### src/rtl/microsequencer_if.sv
// Microword/sequencer bus: microword fields, flags and IR flow into the sequencer,
// and the control-store address plus stall/state flow back out.
interface microsequencer_if #(
    parameter int DATAWIDTH_JUMPADDRESS = 11,
    parameter int DATAWIDTH_CONDITION   = 3,
    parameter int DATAWIDTH_IR          = 32,
    parameter int DATAWIDTH_FLAGS       = 4
);
    logic [DATAWIDTH_CONDITION-1:0]   MICROSEQUENCER_Condition_InBus;
    logic [DATAWIDTH_JUMPADDRESS-1:0] MICROSEQUENCER_JumpAddress_InBus;
    logic                             MICROSEQUENCER_RD_In;
    logic                             MICROSEQUENCER_WRMain_In;
    logic                             MICROSEQUENCER_MemReady_In;
    logic [DATAWIDTH_FLAGS-1:0]       MICROSEQUENCER_Flags_InBus;
    logic                             MICROSEQUENCER_FlagsLoad_In;
    logic [DATAWIDTH_IR-1:0]          MICROSEQUENCER_IR_InBus;
    logic [DATAWIDTH_JUMPADDRESS-1:0] MICROSEQUENCER_CSAddress_OutBus;
    logic                             MICROSEQUENCER_Stall_Out;
    logic [1:0]                       MICROSEQUENCER_State_OutBus;

    // Handshake: a memory request is RD|WR; while it is high and MemReady is low the
    // sequencer holds its address and raises Stall. MemReady is ignored without a request.
    modport master (
        output MICROSEQUENCER_Condition_InBus, MICROSEQUENCER_JumpAddress_InBus,
               MICROSEQUENCER_RD_In, MICROSEQUENCER_WRMain_In, MICROSEQUENCER_MemReady_In,
               MICROSEQUENCER_Flags_InBus, MICROSEQUENCER_FlagsLoad_In, MICROSEQUENCER_IR_InBus,
        input  MICROSEQUENCER_CSAddress_OutBus, MICROSEQUENCER_Stall_Out, MICROSEQUENCER_State_OutBus
    );

    modport slave (
        input  MICROSEQUENCER_Condition_InBus, MICROSEQUENCER_JumpAddress_InBus,
               MICROSEQUENCER_RD_In, MICROSEQUENCER_WRMain_In, MICROSEQUENCER_MemReady_In,
               MICROSEQUENCER_Flags_InBus, MICROSEQUENCER_FlagsLoad_In, MICROSEQUENCER_IR_InBus,
        output MICROSEQUENCER_CSAddress_OutBus, MICROSEQUENCER_Stall_Out, MICROSEQUENCER_State_OutBus
    );
endinterface

### src/rtl/microsequencer.sv
// Control-store address sequencer: next/branch/decode select, memory-wait stall, post-reset fetch start.
// Optional macro MICROSEQUENCER_PSR_EN: flag conditions test a latched PSR instead of the live flags.
module microsequencer #(
    parameter int DATAWIDTH_JUMPADDRESS = 11,
    parameter int DATAWIDTH_CONDITION   = 3,
    parameter int DATAWIDTH_IR          = 32,
    parameter int DATAWIDTH_FLAGS       = 4
) (
    input  logic          MICROSEQUENCER_CLOCK_50,
    input  logic          MICROSEQUENCER_ResetInHigh_In,
    microsequencer_if.slave bus
);
    typedef enum logic [1:0] {
        ST_START = 2'b00,
        ST_RUN   = 2'b01,
        ST_WAIT  = 2'b10
    } state_t;

    state_t                           r_state;
    state_t                           w_state_next;
    logic [DATAWIDTH_JUMPADDRESS-1:0] r_addr;
    logic [DATAWIDTH_JUMPADDRESS-1:0] w_addr_next;
    logic [DATAWIDTH_JUMPADDRESS-1:0] w_branch_addr;
    logic [DATAWIDTH_JUMPADDRESS-1:0] w_decode_addr;
    logic [DATAWIDTH_FLAGS-1:0]       w_flags;
    logic                             w_cond_true;
    logic                             w_mem_req;
    logic                             w_stall;

    assign w_mem_req = bus.MICROSEQUENCER_RD_In | bus.MICROSEQUENCER_WRMain_In;
    assign w_stall   = (r_state == ST_WAIT);

`ifdef MICROSEQUENCER_PSR_EN
    logic [DATAWIDTH_FLAGS-1:0] r_psr;

    always_ff @(posedge MICROSEQUENCER_CLOCK_50 or posedge MICROSEQUENCER_ResetInHigh_In) begin
        if (MICROSEQUENCER_ResetInHigh_In)
            r_psr <= '0;
        else if (bus.MICROSEQUENCER_FlagsLoad_In && !w_stall)
            r_psr <= bus.MICROSEQUENCER_Flags_InBus;
    end

    assign w_flags = r_psr;
`else
    logic w_unused_flagsload;
    assign w_flags            = bus.MICROSEQUENCER_Flags_InBus;
    assign w_unused_flagsload = bus.MICROSEQUENCER_FlagsLoad_In;
`endif

    // Only op, op3 and the i bit of the IR steer the sequencer.
    logic w_unused_ir;
    assign w_unused_ir = &{1'b0, bus.MICROSEQUENCER_IR_InBus[29:25],
                           bus.MICROSEQUENCER_IR_InBus[18:14], bus.MICROSEQUENCER_IR_InBus[12:0]};

    // Decode target: 1, op[1:0], op3[5:0], 00 -- four microwords per opcode slot.
    assign w_decode_addr = {1'b1, bus.MICROSEQUENCER_IR_InBus[31:30],
                            bus.MICROSEQUENCER_IR_InBus[24:19], 2'b00};

    always_comb begin
        w_cond_true = 1'b0;
        case (bus.MICROSEQUENCER_Condition_InBus)
            3'd1:    w_cond_true = w_flags[3];
            3'd2:    w_cond_true = w_flags[2];
            3'd3:    w_cond_true = w_flags[1];
            3'd4:    w_cond_true = w_flags[0];
            3'd5:    w_cond_true = bus.MICROSEQUENCER_IR_InBus[13];
            3'd6:    w_cond_true = 1'b1;
            default: w_cond_true = 1'b0;
        endcase
    end

    always_comb begin
        w_branch_addr = r_addr + DATAWIDTH_JUMPADDRESS'(1);
        if (bus.MICROSEQUENCER_Condition_InBus == 3'd7)
            w_branch_addr = w_decode_addr;
        else if (w_cond_true)
            w_branch_addr = bus.MICROSEQUENCER_JumpAddress_InBus;
    end

    // START holds address 0 for one edge so the fetch microword after reset is executed.
    always_comb begin
        w_state_next = r_state;
        w_addr_next  = r_addr;
        case (r_state)
            ST_START: begin
                w_state_next = ST_RUN;
                w_addr_next  = '0;
            end
            ST_RUN, ST_WAIT: begin
                if (w_mem_req && !bus.MICROSEQUENCER_MemReady_In) begin
                    w_state_next = ST_WAIT;
                end else begin
                    w_state_next = ST_RUN;
                    w_addr_next  = w_branch_addr;
                end
            end
            default: begin
                w_state_next = ST_START;
                w_addr_next  = '0;
            end
        endcase
    end

    always_ff @(posedge MICROSEQUENCER_CLOCK_50 or posedge MICROSEQUENCER_ResetInHigh_In) begin
        if (MICROSEQUENCER_ResetInHigh_In) begin
            r_state <= ST_START;
            r_addr  <= '0;
        end else begin
            r_state <= w_state_next;
            r_addr  <= w_addr_next;
        end
    end

    assign bus.MICROSEQUENCER_CSAddress_OutBus = r_addr;
    assign bus.MICROSEQUENCER_Stall_Out        = w_stall;
    assign bus.MICROSEQUENCER_State_OutBus     = r_state;
endmodule

### src/flat_wrapper.sv
// flat-port wrapper written by rule: the top's interface ports become plain ports
module microsequencer_flat 
#(
    parameter int DATAWIDTH_JUMPADDRESS = 11,
    parameter int DATAWIDTH_CONDITION   = 3,
    parameter int DATAWIDTH_IR          = 32,
    parameter int DATAWIDTH_FLAGS       = 4
)
  (MICROSEQUENCER_CLOCK_50, MICROSEQUENCER_ResetInHigh_In, bus_MICROSEQUENCER_Condition_InBus, bus_MICROSEQUENCER_JumpAddress_InBus, bus_MICROSEQUENCER_RD_In, bus_MICROSEQUENCER_WRMain_In, bus_MICROSEQUENCER_MemReady_In, bus_MICROSEQUENCER_Flags_InBus, bus_MICROSEQUENCER_FlagsLoad_In, bus_MICROSEQUENCER_IR_InBus, bus_MICROSEQUENCER_CSAddress_OutBus, bus_MICROSEQUENCER_Stall_Out, bus_MICROSEQUENCER_State_OutBus);
  microsequencer_if #(.DATAWIDTH_JUMPADDRESS(DATAWIDTH_JUMPADDRESS), .DATAWIDTH_CONDITION(DATAWIDTH_CONDITION), .DATAWIDTH_IR(DATAWIDTH_IR), .DATAWIDTH_FLAGS(DATAWIDTH_FLAGS)) bus_i ();
  input  logic MICROSEQUENCER_CLOCK_50;
  input  logic MICROSEQUENCER_ResetInHigh_In;
  input wire logic [$bits(bus_i.MICROSEQUENCER_Condition_InBus)-1:0] bus_MICROSEQUENCER_Condition_InBus;
  input wire logic [$bits(bus_i.MICROSEQUENCER_JumpAddress_InBus)-1:0] bus_MICROSEQUENCER_JumpAddress_InBus;
  input wire logic [$bits(bus_i.MICROSEQUENCER_RD_In)-1:0] bus_MICROSEQUENCER_RD_In;
  input wire logic [$bits(bus_i.MICROSEQUENCER_WRMain_In)-1:0] bus_MICROSEQUENCER_WRMain_In;
  input wire logic [$bits(bus_i.MICROSEQUENCER_MemReady_In)-1:0] bus_MICROSEQUENCER_MemReady_In;
  input wire logic [$bits(bus_i.MICROSEQUENCER_Flags_InBus)-1:0] bus_MICROSEQUENCER_Flags_InBus;
  input wire logic [$bits(bus_i.MICROSEQUENCER_FlagsLoad_In)-1:0] bus_MICROSEQUENCER_FlagsLoad_In;
  input wire logic [$bits(bus_i.MICROSEQUENCER_IR_InBus)-1:0] bus_MICROSEQUENCER_IR_InBus;
  output wire logic [$bits(bus_i.MICROSEQUENCER_CSAddress_OutBus)-1:0] bus_MICROSEQUENCER_CSAddress_OutBus;
  output wire logic [$bits(bus_i.MICROSEQUENCER_Stall_Out)-1:0] bus_MICROSEQUENCER_Stall_Out;
  output wire logic [$bits(bus_i.MICROSEQUENCER_State_OutBus)-1:0] bus_MICROSEQUENCER_State_OutBus;
  assign bus_i.MICROSEQUENCER_Condition_InBus = bus_MICROSEQUENCER_Condition_InBus;
  assign bus_i.MICROSEQUENCER_JumpAddress_InBus = bus_MICROSEQUENCER_JumpAddress_InBus;
  assign bus_i.MICROSEQUENCER_RD_In = bus_MICROSEQUENCER_RD_In;
  assign bus_i.MICROSEQUENCER_WRMain_In = bus_MICROSEQUENCER_WRMain_In;
  assign bus_i.MICROSEQUENCER_MemReady_In = bus_MICROSEQUENCER_MemReady_In;
  assign bus_i.MICROSEQUENCER_Flags_InBus = bus_MICROSEQUENCER_Flags_InBus;
  assign bus_i.MICROSEQUENCER_FlagsLoad_In = bus_MICROSEQUENCER_FlagsLoad_In;
  assign bus_i.MICROSEQUENCER_IR_InBus = bus_MICROSEQUENCER_IR_InBus;
  assign bus_MICROSEQUENCER_CSAddress_OutBus = bus_i.MICROSEQUENCER_CSAddress_OutBus;
  assign bus_MICROSEQUENCER_Stall_Out = bus_i.MICROSEQUENCER_Stall_Out;
  assign bus_MICROSEQUENCER_State_OutBus = bus_i.MICROSEQUENCER_State_OutBus;
  microsequencer #(.DATAWIDTH_JUMPADDRESS(DATAWIDTH_JUMPADDRESS), .DATAWIDTH_CONDITION(DATAWIDTH_CONDITION), .DATAWIDTH_IR(DATAWIDTH_IR), .DATAWIDTH_FLAGS(DATAWIDTH_FLAGS)) u_core (.MICROSEQUENCER_CLOCK_50(MICROSEQUENCER_CLOCK_50), .MICROSEQUENCER_ResetInHigh_In(MICROSEQUENCER_ResetInHigh_In), .bus(bus_i));
endmodule
### config.mk
export PLATFORM = sky130hd
export DESIGN_NAME = microsequencer_flat
export DESIGN_NICKNAME = d
export VERILOG_FILES = /design/src/rtl/microsequencer_if.sv /design/src/rtl/microsequencer.sv /design/src/flat_wrapper.sv
export SDC_FILE = /design/constraint.sdc
export NUM_CORES = 1
export LEC_CHECK = 0
export ABC_AREA = 1
export BUFFER_PORTS_ARGS = -buffer_cell sky130_fd_sc_hd__clkbuf_2
export CORE_MARGIN = 5
export CORE_UTILIZATION = 25
export CTS_CLUSTER_DIAMETER = 30
export DETAILED_ROUTE_END_ITERATION = 12
export PLACE_DENSITY = 0.5
export SETUP_SLACK_MARGIN = 0.3
export SYNTH_ARGS = -nofsm -noshare
export SYNTH_HDL_FRONTEND = slang
export SYNTH_SLANG_ARGS = --single-unit
### constraint.sdc
create_clock -name MICROSEQUENCER_CLOCK_50 -period 2.3 [get_ports MICROSEQUENCER_CLOCK_50]
set_input_delay 0.46 -clock MICROSEQUENCER_CLOCK_50 [delete_from_list [all_inputs] [get_ports MICROSEQUENCER_CLOCK_50]]
set_output_delay 0.46 -clock MICROSEQUENCER_CLOCK_50 [all_outputs]
set_load 0.005 [all_outputs]
==> metrics, run 1 <==
DR WL met2=1240 um; worst slew slack as a fraction of its limit=63.6%; Layout fillers=491; Non-Filler Instances=275; Layout Utilization=34.1%; worst-skew pair later-pin latency=0.24 ns; reported leakage power=0.853 nW; sum of routed wire segments on met1=1470 um; antenna violation net count after detailed routing=0; post-CTS sizing=0; TritonCTS clock tree=built; Highest Clock Rate=614 MHz; CP Class=reg2reg; CTS H-Tree Depth=1; wire length after detailed routing=2960 um; Hold Crit Class=in2async; initial antenna violation count=0; Inserted Clock Buffers=3; floorplan die width=75.2 um; delay of the slowest critical-path stage=0.38 ns; via count of the first global-routing pass=1066; core outline area=4060 um2; CTS Root Cell=clkbuf_8; most numerous cell on the critical path=o21ai_1; synthesized net count=239; maximum resistive drop on vdd=0.196 mV; Syn Area/Cell=5.93 um2; flip-flop and latch count after synthesis=13; Antenna Cells=0; area overhead of the layout relative to synthesis=30.2%; post-synthesis instance total=179; post-route clock skew=0.00463 ns; overflow left after global routing=0; P per Cell Area=872 nW/um2; mux share of post-synthesis cell area=0%; Starting Density=26.2%; Clock Path Buffers=2; Max stage delay cell, worst path=dfrtp_1; Post-DP HPWL=2280 um; cell chain of the critical path=inv_1 > ha_1 > nand2_1 > a31oi_1 > o21ai_1 > o21ai_1; arrival time worst endpoint=1.81 ns; simple-gate share of the synthesized area=47.6%; fraction of final layout cells sized beyond drive strength 1=26.2%; adder-cell share of the synthesized area=4.71%; number of I/O port buffers=45; post-synthesis sequential area ratio=30.6%; Startpoint Class=flop; number of pins exceeding their max-slew limit in the final report=0; CP delay by family, top=compound AO/OA/AOI/OAI gates; number of max-capacitance violations reported=0; maximum number of pins on one net before global-route repair=18; die extent in y=75.2 um; DR iter-0 viols=45; global-route wire length before repair=4940 um; number of different library cells in the post-synthesis netlist=17; total negative slack for setup checks=0 ns; cts hold-fix bufs=0; Synth warnings=0; average routed wire per standard cell=10.8 um; First-pass DRT Iterations=4; main combinational cell family by area after synthesis=simple AND/OR/NAND/NOR gates; Post-CTS Setup Bufs=0; worst-path maximum fanout=10; kind of end point of the critical path=flop; post-route clock period utilization=70.9%; largest area contributor in the netlist=dfrtp_1; buffers plus inverters on the worst setup path=1; final setup violation count=0; # rows=23; number of nets in the finished design=286; slew of the pin with the lowest slew margin=0.545 ns; top metal layer carrying routed signals=met4; top-area cell type share of the netlist area=30.6%; number of hold violations in the final report=0; Final GP Congestion=0.808; placed insts=271; unrepaired setup endpoints after global routing=false; TritonCTS Sinks=13; outcome=complete, no violations; Residual DRC=0; clock transition time at the flip-flop clock pins of the worst setup and hold paths=0.06 ns; Synth Area in Compound Gates=2.47%; vias per std cell=4.18; Top Ports=70; Die Outline Area=5650 um2; Mapped Area=1060 um2; overall via count from detail_route=1150; Req. time, crit path=2.48 ns; global-route usage over all layers=11.2%; area share of xor/xnor cells in the synthesized design=4.12%; leading post-synthesis cells by cell area=dfrtp_1 (31%), nand2_1 (27%), nand3_1 (9.9%); Final Critical Period=1.63 ns; DR WL met3=226 um
==> flip-flops by register name (all words and copies together) (netlist names) <==
register	cells
u_core.bus.MICROSEQUENCER_State_OutBus	2
u_core.bus.MICROSEQUENCER_CSAddress_OutBus	11
==> per-layer routing <==
layer / GRT usage [%] / vias to the layer above
li1: - / 638
met2: 17.8 / 40
met3: 2.54 / 2
met1: 15.0 / 470
met5: 0 / -
met4: 3.88 / 0
==> cell type report <==
class | count | area, um2 | area share, %
multi-input combinational | 139 | 626 | 45.2
clock buffer | 3 | 41.3 | 2.99
inverter | 22 | 82.6 | 5.97
clock inverter | 1 | 5.00 | 0.362
tap | 50 | 62.6 | 4.52
timing repair buffer | 47 | 240 | 17.4
sequential | 13 | 325 | 23.5
==> layout by cell type (no fill, tap or decap), types with 2 or more instances in the layout <==
cell type	instances
nor2_1	25
buf_4	2
clkinv_1	2
nor2_2	3
clkbuf_2	45
nand2_1	75
ha_1	4
o21ai_1	4
dfrtp_1	13
inv_2	5
xor2_1	4
clkbuf_8	3
inv_1	15
nand3_1	21
==> stage by stage <==
| step | instance area, um2 | setup slack, ns | power, mW | hold slack (ns) |
|---|---|---|---|---|
| floorplan | 1060 | 0.911 | 0.778 | 0.337 |
| global placement | 1340 | 0.541 | 1.01 | 0.516 |
| detailed placement | 1340 | 0.572 | 1.01 | 0.512 |
| CTS | 1380 | 0.648 | 1.23 | 0.246 |
| global route | 1380 | 0.516 | 1.34 | 0.298 |
| finish | 1380 | 0.670 | 1.21 | 0.228 |
==> Yosys cell counts (all sizes together) <==
cell type / instances
nor2: 28
dfrtp: 13
xor2: 4
inv: 20
nand3: 21
o21ai: 4
nand2: 75
a31oi: 1
buf: 4
nand4: 1
ha: 4
xnor2: 1
clkbuf: 1
clkinv: 2
==> worst paths after layout <==
| kind | from | endpoint | slack, ns | cells past startpoint |
|---|---|---|---|---|
| max reg2reg | u_core.bus.MICROSEQUENCER_State_OutBus[0] | u_core.bus.MICROSEQUENCER_CSAddress_OutBus[1] | 0.67 | 6 |
| min in group MICROSEQUENCER_CLOCK_50 | bus_MICROSEQUENCER_JumpAddress_InBus[1] | u_core.bus.MICROSEQUENCER_CSAddress_OutBus[1] | 0.50 | 3 |
| max in group asynchronous | MICROSEQUENCER_ResetInHigh_In | u_core.bus.MICROSEQUENCER_CSAddress_OutBus[6] | 1.70 | 2 |
| min reg2reg | u_core.bus.MICROSEQUENCER_CSAddress_OutBus[10] | u_core.bus.MICROSEQUENCER_CSAddress_OutBus[10] | 0.55 | 2 |
| min | MICROSEQUENCER_ResetInHigh_In | u_core.bus.MICROSEQUENCER_State_OutBus[0] | 0.23 | 2 |
| max | u_core.bus.MICROSEQUENCER_State_OutBus[0] | u_core.bus.MICROSEQUENCER_CSAddress_OutBus[1] | 0.67 | 6 |
==> cell families after synthesis <==
kind of cell	count (synthesis)
AO/OA/AOI/OAI	5
XOR/XNOR	5
adder cells (fa/ha/maj)	4
buffers and inverters	27
flip-flops	13
AND/OR/NAND/NOR	125
==> power by group <==
part           internal (mW)  switching, mW  total (mW)  leakage (nW)
Combinational          0.236          0.317       0.553         0.656
Clock                  0.120         0.0894       0.209        0.0255
Sequential             0.318          0.125       0.443         0.172
Note: power is estimated with default switching activity, not from simulation.
==> run 2, diff against run 1 <==
==> constraint.sdc (replaced) <==
create_clock -name MICROSEQUENCER_CLOCK_50 -period 1.6 [get_ports MICROSEQUENCER_CLOCK_50]
set_input_delay 0.32 -clock MICROSEQUENCER_CLOCK_50 [delete_from_list [all_inputs] [get_ports MICROSEQUENCER_CLOCK_50]]
set_output_delay 0.32 -clock MICROSEQUENCER_CLOCK_50 [all_outputs]
set_load 0.005 [all_outputs]
==> run 2 against run 1 <==
Net effect: power is 85% higher; flip-flop and latch count stayed put; design area increased by 19%; cell count grew 5.1%; core utilization grew 6.6 points; register-to-register slack worse by 0.42 ns; clock skew hardly changed; critical path depth up 3; sequential share of layout area shrank 3.7 points; clock power increased by 50%; non-clock buffer count rose by 14; fmax grew 21%.
==> metrics, run 2 (synthesized netlist as in run 1, its figures left out) <==
CP delay by family, top=flip-flops; Req. time, crit path=1.74 ns (-0.74 ns); TritonCTS clock tree=built; most common library cell in the layout ignoring fill and taps=nand2_1; wire length after detailed routing=3310 um (+12%); fraction of final layout cells sized beyond drive strength 1=38.9% (+13 points); core outline area=4060 um2 (unchanged); worst slew slack as a fraction of its limit=63.5% (-0.16 points); global-route wire length before repair=5360 um (+8.5%); reported leakage power=0.943 nW (+11%); clock transition time at the flip-flop clock pins of the worst setup and hold paths=0.06 ns (about the same); CTS H-Tree Depth=1 (unchanged); Inserted Clock Buffers=3 (unchanged); antenna violation net count after detailed routing=0 (unchanged); overflow left after global routing=0 (unchanged); arrival time worst endpoint=1.49 ns (-0.32 ns); Top Ports=70 (unchanged); Max stage delay cell, worst path=dfrtp_1; dpl ws=0.145 ns (-0.427 ns); Starting Density=26.2% (unchanged); Layout Utilization=40.7% (+6.6 points); combinational cell fraction of total power=57.1% (+11 points); floorplan die width=75.2 um (unchanged); CTS Root Cell=clkbuf_8; Hold Crit Class=in2async; initial antenna violation count=0 (unchanged); First-pass DRT Iterations=4 (unchanged); net switching power of the design=952 uW (+79%); unrepaired setup endpoints after global routing=true; Residual DRC=0 (unchanged); fraction of power spent switching nets=42.6% (-1.5 points); final setup violation count=0 (unchanged); number of nets in the finished design=300 (+4.9%); cts hold-fix bufs=0 (unchanged); post-route clock skew=0.00423 ns (-0.000403 ns); average routed wire per standard cell=11.5 um (+6.6%); Startpoint Class=flop; maximum resistive drop on vdd=0.399 mV (+100%); minimum hold slack=0.0818 ns (-0.147 ns); worst-path maximum fanout=3 (-7); P per Cell Area=1350 nW/um2 (+55%); Highest Clock Rate=743 MHz (+21%); cell chain of the critical path=ha_2 > buf_4 > nand3_1 > nor2_2 > xor2_1 > nand2_1 > nand3_1 > nand2_1 > nand2_1; sequential cell fraction of total power=28.9% (-7.9 points); global-route usage over all layers=12.3% (+1.1 points); # rows=23 (unchanged); CP Class=reg2reg; number of I/O port buffers=45 (unchanged); delay of the slowest critical-path stage=0.40 ns (+0.02 ns); flip-flop count of the largest register after layout=11 (unchanged); number of pins exceeding their max-slew limit in the final report=0 (unchanged); overall via count from detail_route=1245 (+8.3%); top library cells by usage in the layout, fill and taps aside=nand2_1 (70), clkbuf_2 (42), nor2_1 (20); maximum number of pins on one net before global-route repair=18 (unchanged); area overhead of the layout relative to synthesis=55.4%; buffers plus inverters on the worst setup path=1 (unchanged); TritonCTS Sinks=13 (unchanged); vias per std cell=4.31 (+3.0%); post-route clock period utilization=84.1% (+13 points); number of max-capacitance violations reported=0 (unchanged); most numerous cell on the critical path=nand2_1; Final GP Congestion=0.774 (-4.3%); Final Critical Period=1.35 ns (-0.284 ns); die extent in y=75.2 um (unchanged); Die Outline Area=5650 um2 (unchanged); slew of the pin with the lowest slew margin=0.545 ns (-0.000588 ns); Post-DP HPWL=2330 um (+2.1%); kind of end point of the critical path=flop; worst-skew pair later-pin latency=0.25 ns (about the same); Clk network pwr share=14.0% (-3.3 points); via count of the first global-routing pass=1208 (+13%); DR iter-0 viols=40 (-11%); outcome=complete, no violations; worst-case setup margin in the final layout=0.255 ns (-0.416 ns); total negative slack for setup checks=0 ns (unchanged); number of hold violations in the final report=0 (unchanged); Clock Path Buffers=2 (unchanged); Internal Pwr Total=1.28 mW (+90%); total power after layout=2.23 mW (+85%); Antenna Cells=0 (unchanged)
==> run 2: cell types whose count changed in the layout (fill, tap and decap cells not counted), moves of 4 or more <==
cell and delta:
nand2_2 +4, nand3_1 -4, nor2_4 +4, buf_4 +7, nand2_1 -5, buf_6 +7, nor2_1 -5
==> run 2: what timing repair did <==
| action | CTS | global route |
|---|---|---|
| setup endpoints to repair | 11 | 14 |
| gates cloned | 0 | 1 |
| buffers inserted | 6 | 3 |
| resized for setup | 11 | 28 |
| pin swaps | 3 | 12 |
==> run 2: path summary, 6_finish.rpt <==
check / startpoint / to / slack (ns) / cells past startpoint
setup / recovery: u_core.bus.MICROSEQUENCER_CSAddress_OutBus[1] / u_core.bus.MICROSEQUENCER_CSAddress_OutBus[6] / 0.25 / 9
hold / removal: MICROSEQUENCER_ResetInHigh_In / u_core.bus.MICROSEQUENCER_State_OutBus[0] / 0.08 / 2
setup reg to reg: u_core.bus.MICROSEQUENCER_CSAddress_OutBus[1] / u_core.bus.MICROSEQUENCER_CSAddress_OutBus[6] / 0.25 / 9
hold reg to reg: u_core.bus.MICROSEQUENCER_CSAddress_OutBus[10] / u_core.bus.MICROSEQUENCER_CSAddress_OutBus[10] / 0.57 / 2
max in group asynchronous: MICROSEQUENCER_ResetInHigh_In / u_core.bus.MICROSEQUENCER_CSAddress_OutBus[2] / 1.13 / 2
min in group MICROSEQUENCER_CLOCK_50: bus_MICROSEQUENCER_JumpAddress_InBus[1] / u_core.bus.MICROSEQUENCER_CSAddress_OutBus[1] / 0.37 / 3
==> run 2: power by group through the flow <==
stage	Clock [mW]	Sequential, mW	Combinational (mW)
global placement	0	0.647	0.854
floorplan	0	0.617	0.520
detailed placement	0	0.652	0.848
CTS	0.311	0.637	1.04
global route	0.335	0.672	1.43
finish	0.313	0.646	1.28
==> run 2: cell type report <==
class                      count  area, um2
fill                         452       2410
multi-input combinational    139        742
tap                           50       62.6
inverter                      22       82.6
sequential                    13        327
clock buffer                   4       45.0
timing repair buffer          61        392
==> run 2: metrics by stage <==
stage,cell area [um2],std cells
final,1650,289
after global routing,1650,289
after CTS,1520,285
after detailed placement,1380,275
after global placement,1380,275
after floorplan,1070,179
==> run 2: per-layer routing <==
layer | track usage [%] | up-vias | wire length [um]
li1 | - | 664 | -
met1 | 15.7 | 526 | 1520
met2 | 20.6 | 50 | 1460
met3 | 2.27 | 5 | 279
met4 | 4.66 | 0 | 58
met5 | 0 | - | 0
